==> src/rtl/pwm_pkg.sv <==
// Shared types for the PWM configuration sequencer.
//   run_state_t : run-control FSM encoding (also driven out on RunState)
//   ADDR_*      : config bus register map
//   cfg_t       : the four words that make up one shadow or active config set
//   clampCmp    : limits a compare target to the carrier max count
package pwm_pkg;

  // Width of cfg_t fields; the sequencer's BIT_WIDTH defaults to this.
  localparam int CFG_W = 16;

  typedef enum logic [2:0] {
    DISABLED = 3'd0,
    ARMED    = 3'd1,
    RUNNING  = 3'd2,
    STOPPING = 3'd3,
    FAULT    = 3'd4
  } run_state_t;

  localparam logic [2:0] ADDR_CMP    = 3'd0;
  localparam logic [2:0] ADDR_MAX    = 3'd1;
  localparam logic [2:0] ADDR_STEP   = 3'd2;
  localparam logic [2:0] ADDR_DEAD   = 3'd3;
  localparam logic [2:0] ADDR_RAMP   = 3'd4;
  localparam logic [2:0] ADDR_COMMIT = 3'd5;

  typedef struct packed {
    logic [CFG_W-1:0] compare;
    logic [CFG_W-1:0] maxCount;
    logic [CFG_W-1:0] stepSize;
    logic [CFG_W-1:0] deadTime;
  } cfg_t;

  function automatic logic [CFG_W-1:0] clampCmp(input logic [CFG_W-1:0] cmp,
                                                input logic [CFG_W-1:0] maxCount);
    return (cmp > maxCount) ? maxCount : cmp;
  endfunction

endpackage

==> src/rtl/pwm_config_sequencer_if.sv <==
// Host configuration write channel.
//   CfgValid/CfgReady : write handshake, transfer when both high
//   CfgAddr/CfgData   : register address and write data
//   CfgErr            : one-cycle pulse on rejected commit or reserved address
// master = host side, slave = sequencer side.
interface pwm_config_sequencer_if #(parameter int BIT_WIDTH = 16);
  logic                 CfgValid;
  logic                 CfgReady;
  logic [2:0]           CfgAddr;
  logic [BIT_WIDTH-1:0] CfgData;
  logic                 CfgErr;

  modport master (output CfgValid, CfgAddr, CfgData, input CfgReady, CfgErr);
  modport slave  (input CfgValid, CfgAddr, CfgData, output CfgReady, CfgErr);
endinterface

==> src/rtl/pwm_compare_ramp.sv <==
// Saturating step-toward-target register for the ramped compare value.
//   target  : value to approach
//   step    : increment per advance; 0 jumps straight to target
//   advance : take one step this cycle
//   clear   : force current to 0 (wins over advance)
//   current : registered ramp value
module pwm_compare_ramp
  import pwm_pkg::*;
#(
  parameter int BIT_WIDTH = CFG_W
) (
  input  logic                 MClk,
  input  logic                 RstN,
  input  logic [BIT_WIDTH-1:0] target,
  input  logic [BIT_WIDTH-1:0] step,
  input  logic                 advance,
  input  logic                 clear,
  output logic [BIT_WIDTH-1:0] current
);

  logic [BIT_WIDTH:0]   upSum;
  logic [BIT_WIDTH:0]   dnDiff;
  logic [BIT_WIDTH-1:0] nxt;

  // One extra bit on both paths so a large step can neither wrap past the
  // top nor borrow below zero; either case just lands on the target.
  always_comb begin
    upSum  = {1'b0, current} + {1'b0, step};
    dnDiff = {1'b0, current} - {1'b0, step};
    nxt    = current;
    if (step == '0)
      nxt = target;
    else if (current < target)
      nxt = (upSum >= {1'b0, target}) ? target : upSum[BIT_WIDTH-1:0];
    else if (current > target)
      nxt = (dnDiff[BIT_WIDTH] || (dnDiff[BIT_WIDTH-1:0] <= target))
            ? target : dnDiff[BIT_WIDTH-1:0];
  end

  always_ff @(posedge MClk or negedge RstN) begin
    if (!RstN)        current <= '0;
    else if (clear)   current <= '0;
    else if (advance) current <= nxt;
  end

endmodule

==> src/rtl/pwm_config_sequencer.sv <==
// Run-control and configuration controller for the multi-phase PWM datapath.
//   MClk, RstN        : clock, async active-low reset
//   cfg (slave)       : host config writes, commit handshake and error pulse
//   Enable            : run request level
//   FaultIn           : external fault level, forces FAULT from any state
//   FaultClear        : fault acknowledge, must be held to leave FAULT
//   PeriodSync        : carrier-zero pulse from the datapath
//   Compare           : ramped compare value (0 outside RUNNING/STOPPING)
//   PWMMaxCount, TriangleStepSize, DeadTimeCount : active config
//   PWMRun            : datapath gate enable
//   RunState          : FSM state encoding
//   FaultLatched      : high while in FAULT
// Shadow registers are written freely; a commit copies them into the active
// set either immediately (idle states) or on the next carrier boundary.
module pwm_config_sequencer
  import pwm_pkg::*;
#(
  parameter int BIT_WIDTH        = CFG_W,  // must equal pwm_pkg::CFG_W
  parameter int FAULT_CLEAR_HOLD = 4
) (
  input  logic                  MClk,
  input  logic                  RstN,
  pwm_config_sequencer_if.slave cfg,
  input  logic                  Enable,
  input  logic                  FaultIn,
  input  logic                  FaultClear,
  input  logic                  PeriodSync,
  output logic [BIT_WIDTH-1:0]  Compare,
  output logic [BIT_WIDTH-1:0]  PWMMaxCount,
  output logic [BIT_WIDTH-1:0]  TriangleStepSize,
  output logic [BIT_WIDTH-1:0]  DeadTimeCount,
  output logic                  PWMRun,
  output logic [2:0]            RunState,
  output logic                  FaultLatched
);

  localparam int CNT_W = $clog2(FAULT_CLEAR_HOLD + 1);
  localparam logic [CNT_W-1:0] CNT_LAST = CNT_W'(FAULT_CLEAR_HOLD - 1);

  cfg_t                 shadow, active;
  logic [BIT_WIDTH-1:0] rampShadow, rampActive;
  logic                 pending;
  logic                 cfgErrQ;
  run_state_t           state;
  logic [CNT_W-1:0]     clrCnt;
  logic [BIT_WIDTH-1:0] rampCur;

  logic accept, idleState, applyNow, commitOk, runPhase, rampAdvance;

  assign accept    = cfg.CfgValid && !pending;
  assign idleState = (state == DISABLED) || (state == FAULT);
  // pending only becomes visible the cycle after acceptance, so a PeriodSync
  // in the accept cycle is naturally skipped.
  assign applyNow  = pending && (idleState || PeriodSync);
  assign commitOk  = (shadow.maxCount != '0) && (shadow.stepSize != '0);
  assign runPhase  = (state == RUNNING) || (state == STOPPING);
  assign rampAdvance = (state == RUNNING) && PeriodSync && Enable && !FaultIn;

  assign cfg.CfgReady = !pending;
  assign cfg.CfgErr   = cfgErrQ;

  // ---- config shadow/active registers ----
  always_ff @(posedge MClk or negedge RstN) begin
    if (!RstN) begin
      shadow     <= '0;
      active     <= '0;
      rampShadow <= '0;
      rampActive <= '0;
      pending    <= 1'b0;
      cfgErrQ    <= 1'b0;
    end else begin
      cfgErrQ <= 1'b0;
      if (accept) begin
        case (cfg.CfgAddr)
          ADDR_CMP:    shadow.compare  <= cfg.CfgData;
          ADDR_MAX:    shadow.maxCount <= cfg.CfgData;
          ADDR_STEP:   shadow.stepSize <= cfg.CfgData;
          ADDR_DEAD:   shadow.deadTime <= cfg.CfgData;
          ADDR_RAMP:   rampShadow      <= cfg.CfgData;
          ADDR_COMMIT: pending         <= 1'b1;
          default:     cfgErrQ         <= 1'b1;
        endcase
      end
      if (applyNow) begin
        pending <= 1'b0;
        if (commitOk) begin
          active.compare  <= clampCmp(shadow.compare, shadow.maxCount);
          active.maxCount <= shadow.maxCount;
          active.stepSize <= shadow.stepSize;
          active.deadTime <= shadow.deadTime;
          rampActive      <= rampShadow;
        end else begin
          cfgErrQ <= 1'b1;
        end
      end
    end
  end

  // ---- run-control FSM ----
  always_ff @(posedge MClk or negedge RstN) begin
    if (!RstN) begin
      state        <= DISABLED;
      PWMRun       <= 1'b0;
      FaultLatched <= 1'b0;
      clrCnt       <= '0;
    end else if (FaultIn) begin
      state        <= FAULT;
      PWMRun       <= 1'b0;
      FaultLatched <= 1'b1;
      clrCnt       <= '0;
    end else begin
      case (state)
        DISABLED: if (Enable && (active.maxCount != '0)) state <= ARMED;
        ARMED: begin
          if (!Enable) state <= DISABLED;
          else if (PeriodSync) begin
            state  <= RUNNING;
            PWMRun <= 1'b1;
          end
        end
        RUNNING: if (!Enable) state <= STOPPING;
        STOPPING: begin
          // A re-enable rejoins RUNNING even on the boundary cycle.
          if (Enable) state <= RUNNING;
          else if (PeriodSync) begin
            state  <= DISABLED;
            PWMRun <= 1'b0;
          end
        end
        FAULT: begin
          if (FaultClear && !Enable) begin
            if (clrCnt == CNT_LAST) begin
              state        <= DISABLED;
              FaultLatched <= 1'b0;
              clrCnt       <= '0;
            end else begin
              clrCnt <= clrCnt + 1'b1;
            end
          end else begin
            clrCnt <= '0;
          end
        end
        default: begin
          state  <= DISABLED;
          PWMRun <= 1'b0;
        end
      endcase
    end
  end

  // The ramp register is held at 0 outside the run phase so entry into
  // RUNNING starts from 0; the output gate zeroes Compare the same cycle
  // the state leaves the run phase.
  pwm_compare_ramp #(.BIT_WIDTH(BIT_WIDTH)) uRamp (
    .MClk    (MClk),
    .RstN    (RstN),
    .target  (active.compare),
    .step    (rampActive),
    .advance (rampAdvance),
    .clear   (!runPhase),
    .current (rampCur)
  );

  assign Compare          = runPhase ? rampCur : '0;
  assign PWMMaxCount      = active.maxCount;
  assign TriangleStepSize = active.stepSize;
  assign DeadTimeCount    = active.deadTime;
  assign RunState         = state;

endmodule

==> src/flat_wrapper.sv <==
// flat-port wrapper written by rule: the top's interface ports become plain ports
module pwm_config_sequencer_flat import pwm_pkg::*;
#(
  parameter int BIT_WIDTH        = CFG_W,                              
  parameter int FAULT_CLEAR_HOLD = 4
)
  (MClk, RstN, Enable, FaultIn, FaultClear, PeriodSync, Compare, PWMMaxCount, TriangleStepSize, DeadTimeCount, PWMRun, RunState, FaultLatched, cfg_CfgValid, cfg_CfgAddr, cfg_CfgData, cfg_CfgReady, cfg_CfgErr);
  pwm_config_sequencer_if #(.BIT_WIDTH(BIT_WIDTH)) cfg_i ();
  input  logic MClk;
  input  logic RstN;
  input  logic Enable;
  input  logic FaultIn;
  input  logic FaultClear;
  input  logic PeriodSync;
  output logic [BIT_WIDTH-1:0] Compare;
  output logic [BIT_WIDTH-1:0] PWMMaxCount;
  output logic [BIT_WIDTH-1:0] TriangleStepSize;
  output logic [BIT_WIDTH-1:0] DeadTimeCount;
  output logic PWMRun;
  output logic [2:0] RunState;
  output logic FaultLatched;
  input wire logic [$bits(cfg_i.CfgValid)-1:0] cfg_CfgValid;
  input wire logic [$bits(cfg_i.CfgAddr)-1:0] cfg_CfgAddr;
  input wire logic [$bits(cfg_i.CfgData)-1:0] cfg_CfgData;
  output wire logic [$bits(cfg_i.CfgReady)-1:0] cfg_CfgReady;
  output wire logic [$bits(cfg_i.CfgErr)-1:0] cfg_CfgErr;
  assign cfg_i.CfgValid = cfg_CfgValid;
  assign cfg_i.CfgAddr = cfg_CfgAddr;
  assign cfg_i.CfgData = cfg_CfgData;
  assign cfg_CfgReady = cfg_i.CfgReady;
  assign cfg_CfgErr = cfg_i.CfgErr;
  pwm_config_sequencer #(.BIT_WIDTH(BIT_WIDTH), .FAULT_CLEAR_HOLD(FAULT_CLEAR_HOLD)) u_core (.MClk(MClk), .RstN(RstN), .cfg(cfg_i), .Enable(Enable), .FaultIn(FaultIn), .FaultClear(FaultClear), .PeriodSync(PeriodSync), .Compare(Compare), .PWMMaxCount(PWMMaxCount), .TriangleStepSize(TriangleStepSize), .DeadTimeCount(DeadTimeCount), .PWMRun(PWMRun), .RunState(RunState), .FaultLatched(FaultLatched));
endmodule
==> config.mk <==
export PLATFORM = sky130hd
export DESIGN_NAME = pwm_config_sequencer_flat
export DESIGN_NICKNAME = d
export VERILOG_FILES = /design/src/rtl/pwm_pkg.sv /design/src/rtl/pwm_config_sequencer_if.sv /design/src/rtl/pwm_compare_ramp.sv /design/src/rtl/pwm_config_sequencer.sv /design/src/flat_wrapper.sv
export SDC_FILE = /design/constraint.sdc
export NUM_CORES = 1
export LEC_CHECK = 0
export ABC_CLOCK_PERIOD_IN_PS = 10250
export BUFFER_PORTS_ARGS = -buffer_cell sky130_fd_sc_hd__buf_2
export CAP_MARGIN = 20
export CORE_ASPECT_RATIO = 2
export CORE_UTILIZATION = 55
export CTS_CLUSTER_DIAMETER = 200
export DETAILED_ROUTE_END_ITERATION = 8
export PLACE_DENSITY = 0.85
export SLEW_MARGIN = 20
export SYNTH_ARGS = -nofsm -noshare
export SYNTH_HDL_FRONTEND = slang
export SYNTH_SLANG_ARGS = --single-unit
==> constraint.sdc <==
create_clock -name MClk -period 10.25 [get_ports MClk]
set_clock_uncertainty 0.2 [all_clocks]
set_input_delay 2.05 -clock MClk [delete_from_list [all_inputs] [get_ports MClk]]
set_output_delay 2.05 -clock MClk [all_outputs]
set_load 0.005 [all_outputs]
* Yosys cells after proc, flatten, opt, wreduce, memory -nomap -nowiden
Index checks and enable logic that the tools add are counted.
** Storage, ports and cells
- Flip-flop bits (word level) :: 186
- Output and inout bits :: 71
** Cells by class
- Magnitude comparators :: 5
- Reductions and logical operators :: 39
- Equal/unequal tests :: 23
- Add/subtract/negate cells :: 3
- Muxes and demuxes :: 40
** Operators by type and width (number)
- 2-to-1 mux 16 bit :: 9
- nonzero test 16 bit :: 3
- 2-to-1 mux 3 bit :: 13
- > comparator 16 bit :: 2
- != test 3 bit (second input constant) :: 8
- adder 16 x 16 -> 17 bit :: 1
- >= comparator 17 x 16 -> 1 bit :: 1
- subtractor 16 x 16 -> 17 bit :: 1
- <= comparator 16 bit :: 1
- logical NOT 16 bit :: 1
- less-than comparator 16 bit :: 1
- 2-to-1 mux 1 bit :: 16
- AND reduction 2 bit :: 8
- == test 3 x 2 -> 1 bit (second input constant) :: 5
- one-hot mux 3 bit (5 select lines) :: 1
- != test 4 bit (second input constant) :: 3
- nonzero test 2 bit :: 5
- == test 3 bit (second input constant) :: 3
- logical AND 1 bit :: 8
- == test 3 x 1 -> 1 bit (second input constant) :: 2
- logical NOT 3 bit :: 2
- AND reduction 6 bit :: 1
- OR reduction 6 bit :: 1
- AND reduction 5 bit :: 1
- other kinds (8) :: 13

* Depth between registers and ports, before layout
- Depth in word-level cells :: 9
- Depth in mapped cells :: 20

* Hierarchy
From an unflattened synthesis, not the netlist that was laid out.
** Unflattened totals
- Cells, all modules :: 1103
- Area, all modules :: 11697.5 µm²
** By module, submodules not included
- pwm_config_sequencer :: area each 7933.9 µm², cells each 637, sequential area each 4254.1 µm², times used 1
- pwm_compare_ramp :: area each 3763.6 µm², cells each 466, sequential area each 400.4 µm², times used 1

* Least setup slack after synthesis
OpenSTA, ideal clock, no wires.
- Path kind :: register to register
- Start :: register u_core.rampActive[1]
- End :: register u_core.uRamp.current[14]
- Cell stages (with the launch flop) :: 20
- Slack :: 5980 ps
- Setup time :: 126 ps
- Period minus slack after synthesis :: 4270 ps
- Arrival :: 3943 ps
- Cells stage by stage :: dfrtp_1 -> inv_1 -> ha_1 -> nor2b_1 -> o311a_2 -> o221ai_2 -> o41a_4 -> o31a_1 -> or3_1 -> and2_1 -> ha_1 -> and4_1 -> nand3_1 -> nor2_1 -> a2111oi_2 -> nand4b_2 -> nand2b_1 -> buf_2 -> a31oi_1 -> o22ai_1
** Between the ends
- Cells in the longest elaborated chain, start to end :: 9
- Elaborated cells on any way between the ends :: 15
** RTL lines
- start, declared :: RTL line pwm_config_sequencer.sv:41 : logic [BIT_WIDTH-1:0] rampShadow, rampActive;
- start signal, assigned :: RTL line pwm_config_sequencer.sv:91 : rampActive <= rampShadow;
- subtractor 16 x 16 -> 17 bit :: RTL line pwm_compare_ramp.sv:29 : dnDiff = {1'b0, current} - {1'b0, step};
- <= comparator 16 bit :: RTL line pwm_compare_ramp.sv:36 : nxt = (dnDiff[BIT_WIDTH] || (dnDiff[BIT_WIDTH-1:0] <= target))
- logical OR 1 bit :: RTL line pwm_compare_ramp.sv:36
- 2-to-1 mux 16 bit :: RTL line pwm_compare_ramp.sv:37 : ? target : dnDiff[BIT_WIDTH-1:0];
- 2-to-1 mux 16 bit :: RTL line pwm_compare_ramp.sv:35 : else if (current > target)
- 2-to-1 mux 16 bit :: RTL line pwm_compare_ramp.sv:33 : else if (current < target)
- 2-to-1 mux 16 bit :: RTL line pwm_compare_ramp.sv:31 : if (step == '0)
- 2-to-1 mux 16 bit :: RTL line pwm_compare_ramp.sv:43 : else if (advance) current <= nxt;
- 2-to-1 mux 16 bit :: RTL line pwm_compare_ramp.sv:42 : else if (clear) current <= '0;
- end signal, assigned :: RTL line pwm_compare_ramp.sv:43
- end, declared :: RTL line pwm_compare_ramp.sv:18 : output logic [BIT_WIDTH-1:0] current
Several ways; a longest one is shown, not always the timed one. The select of a mux whose other input is x is not followed.
A chain may end at the register's enable or synchronous reset.

* Worst setup path in the final report
- Start :: register u_core.rampActive[10]
- End :: register u_core.uRamp.current[13]
The elaborated chain is that of the path after synthesis.

==> qor.yml <==
coreArea_sq_um: 20000
postCtsSetupBuffers: 0
timing.final.crit_share_pct: 56.0
cp_data_arrival_time_ns: 5.86
synth.avg_cell_area_sq_um: 10.5
cts-buffers-inserted: 17
setup_tns_ns: 0
path_class: "reg -> reg"
synth_flop_cell: "dfrtp_1"
synthesis.nets: 1200
cts_sinks: 186
syn_inst: 1075
clkSlewWorstSetupHoldPaths_ns: 0.08
ys_seq_area_share_pct: 41.2
drv_slew: 0
fill_cells: 1634
path_max_fanout: 13
crit_slowest_cell: "o22ai_2"
grt_max_degree: 99
hold_path_class: "reg -> reg"
cts_tree: "built"
outcome: "completed"
start_util_pct: 56.4
route.vias.total: 8481
drtAntennaViolNets: 0
synthToLayoutAreaGrowth_pct: 8.14
required_ns: 10.38
end_kind: "flip-flop"
num_rows: 73
ys_types: 80
antenna_cells: 0
min_period_ns: 5.74
hold_viol: 0
cellLeakagePower_nw: 5.70
drtPass1Iterations: 6
nets: 1235
crit_chain: "inv_1 -> ha_1 -> clkinv_1 -> a311oi_1 -> o31ai_1 -> nor3_1 -> o31a_1 -> o21ai_0 -> and2_1 -> ha_1 -> and4_1 -> nand3_1 -> nor2_1 -> a2111oi_2 -> nand4b_2 -> o22ai_2 -> nor3_1 -> a221o_1"
hold_buffers: 0
critPathMaxStageDelay_ns: 0.61
cts-root-buf: "clkbuf_16"
die_x_um: 103
vias_per_cell: 6.13
rsz0062_at_grt: "no"
finalPower_w: 0.00367
slew_headroom_pct: 35.0
syn_area_sq_um: 11300
cts_buffer_depth: 2
remaining_drc_errors: 0
gp_congestion: 1.00
grt_pass1_wl_um: 51100
tightest_slew_ns: 0.961
dpl.hpwl_um: 25200
fp.dieH_um: 205
yosys_warnings: 0
cp-start-kind: "flip-flop"
drt-total-wl_um: 33300
io_buffers: 96
synth_edf_count: 0
synthArstFlopShare_pct: 100
irDropWorstVdd_mv: 0.226
initialDrtViolationCount: 438
wl_per_cell_um: 24.1
synth-seq-cells: 186
grt_use_total_pct: 34.1
die-area_sq_um: 21100
critical_path.n_buffers_inverters: 2
critical-path-top-delay-family: "compound AO/OA/AOI/OAI gates"
maxCapViolCount: 0
clock_latency_ns: 0.44
drive_above_1_share_pct: 26.0
grt_pass1_vias: 8898
antenna_found_initial: 0
powerDensity_nw_per_um2: 300
setup_viol: 0
cts_max_level: 4
cts.repair.resized: 0
overflow: 0
io_pins: 97
fmax_mhz: 174
-- final cells by class --
type / count / area (sq um) / area share [%]
tap: 262 / 328 / 2.69
clock inverter: 11 / 121 / 0.994
inverter: 69 / 259 / 2.12
timing repair buffer: 103 / 541 / 4.43
sequential: 186 / 4650 / 38.1
multi-input combinational: 733 / 5860 / 48.0
clock buffer: 19 / 443 / 3.63
-- flip-flops by register name (all words and copies together) (netlist names) --
name / flops
u_core.DeadTimeCount: 16
u_core.FaultLatched: 1
u_core.PWMMaxCount: 16
u_core.PWMRun: 1
u_core.RunState: 3
u_core.TriangleStepSize: 16
u_core.active: 16
u_core.cfg.CfgErr: 1
u_core.clrCnt: 3
u_core.pending: 1
u_core.rampActive: 16
u_core.rampShadow: 16
u_core.shadow: 64
u_core.uRamp.current: 16
-- cells in the final DEF (no fill, tap or decap), types with 4 or more instances in the layout --
| cell | Yosys | routed |
|---|---|---|
| ha_1 | 97 | 97 |
| inv_1 | 67 | 67 |
| nor2_1 | 61 | 61 |
| o21ai_0 | 54 | 54 |
| mux2_2 | 128 | 128 |
| nor3_1 | 12 | 12 |
| a22oi_1 | 5 | 5 |
| a21o_1 | 4 | 4 |
| nor2b_1 | 18 | 18 |
| nand3_1 | 20 | 19 |
| nand2b_1 | 9 | 9 |
| xnor2_1 | 20 | 20 |
| o21ai_1 | 11 | 11 |
| buf_2 | 10 | 96 |
| a21oi_1 | 40 | 40 |
| nand2_1 | 69 | 69 |
| buf_4 | 52 | 5 |
| and4_1 | 4 | 4 |
| dfrtp_1 | 186 | 186 |
| o221ai_1 | 8 | 8 |
| nor4_1 | 19 | 18 |
| and2_1 | 21 | 21 |
| clkbuf_16 | 0 | 17 |
| o31ai_1 | 6 | 6 |
| nand4_1 | 13 | 13 |
| clkinv_2 | 0 | 4 |
| mux2i_1 | 19 | 19 |
| o31a_1 | 5 | 5 |
| a31oi_1 | 7 | 7 |
| o21a_1 | 6 | 6 |
-- metal layers --
metal	wire [um]	global-route usage, %	vias to the layer above
met3	1500	6.48	147
met2	17700	60.1	307
li1	-	-	3863
met4	3100	27.7	0
met1	11000	33.6	4164
met5	0	0	-
-- cells by family (layout without fill, tap and decap cells) --
group | count (synthesis) | count (layout) | synth area share [%]
buf+inv | 156 | 202 | 7.16
simple gates | 265 | 265 | 11.8
flops | 186 | 186 | 41.2
mux | 147 | 147 | 14.5
fa+ha+maj | 99 | 99 | 11.1
xor+xnor | 22 | 22 | 1.71
compound gates | 200 | 200 | 12.5
-- where the power goes --
| part | leakage (nW) | total (W) | internal (W) | switching, W |
|---|---|---|---|---|
| clock network | 0.276 | 0.000652 | 0.000364 | 0.000288 |
| registers | 2.29 | 0.00131 | 0.00103 | 0.000279 |
| logic | 3.13 | 0.00170 | 0.000738 | 0.000965 |
| total | 5.70 | 0.00367 | 0.00213 | 0.00153 |
-- path summary, 6_finish.rpt --
| check | start | end | slack, ns | cells past startpoint |
|---|---|---|---|---|
| min in group asynchronous | RstN | u_core.DeadTimeCount[7] | 1.51 | 1 |
| worst max-delay path | u_core.rampActive[10] | u_core.uRamp.current[13] | 4.51 | 18 |
| worst max register to register | u_core.rampActive[10] | u_core.uRamp.current[13] | 4.51 | 18 |
| worst min-delay path | u_core.DeadTimeCount[3] | u_core.DeadTimeCount[3] | 0.30 | 1 |
| worst min register to register | u_core.DeadTimeCount[3] | u_core.DeadTimeCount[3] | 0.30 | 1 |
| max in group asynchronous | RstN | u_core.active[51] | 6.99 | 2 |
-- Yosys cell counts, types with 7 or more instances --
cell type / n / area (sq um)
clkbuf_1: 22 / 82.6
o221ai_1: 8 / 70.1
xnor2_1: 20 / 175
mux2_2: 128 / 1440
ha_1: 97 / 1210
nand3_1: 20 / 100
nand2_1: 69 / 259
o21ai_0: 54 / 270
nand4_1: 13 / 81.3
a21oi_1: 40 / 200
nor4_1: 19 / 119
nor2b_1: 18 / 113
buf_2: 10 / 50.1
nor3_1: 12 / 60.1
a31oi_1: 7 / 43.8
inv_1: 67 / 251
o21ai_1: 11 / 55.1
mux2i_1: 19 / 190
nor2_1: 61 / 229
nand2b_1: 9 / 56.3
dfrtp_1: 186 / 4650
and2_1: 21 / 131
buf_4: 52 / 390
-- through the flow --
stage                     instance area, sq um  util, %  worst slack, ns  std cells  hold WS (ns)
after floorplan                          11300        -             5.98       1075         0.250
after global placement                   11600     58.0             4.48       1351         0.263
after detailed placement                 11600     58.0             4.54       1351         0.285
after CTS                                12200     60.8             4.52       1381         0.299
after global routing                     12200     61.0             4.32       1383         0.320
final                                    12200     61.0             4.51       1383         0.299
Note: power is estimated with default switching activity, not from simulation.
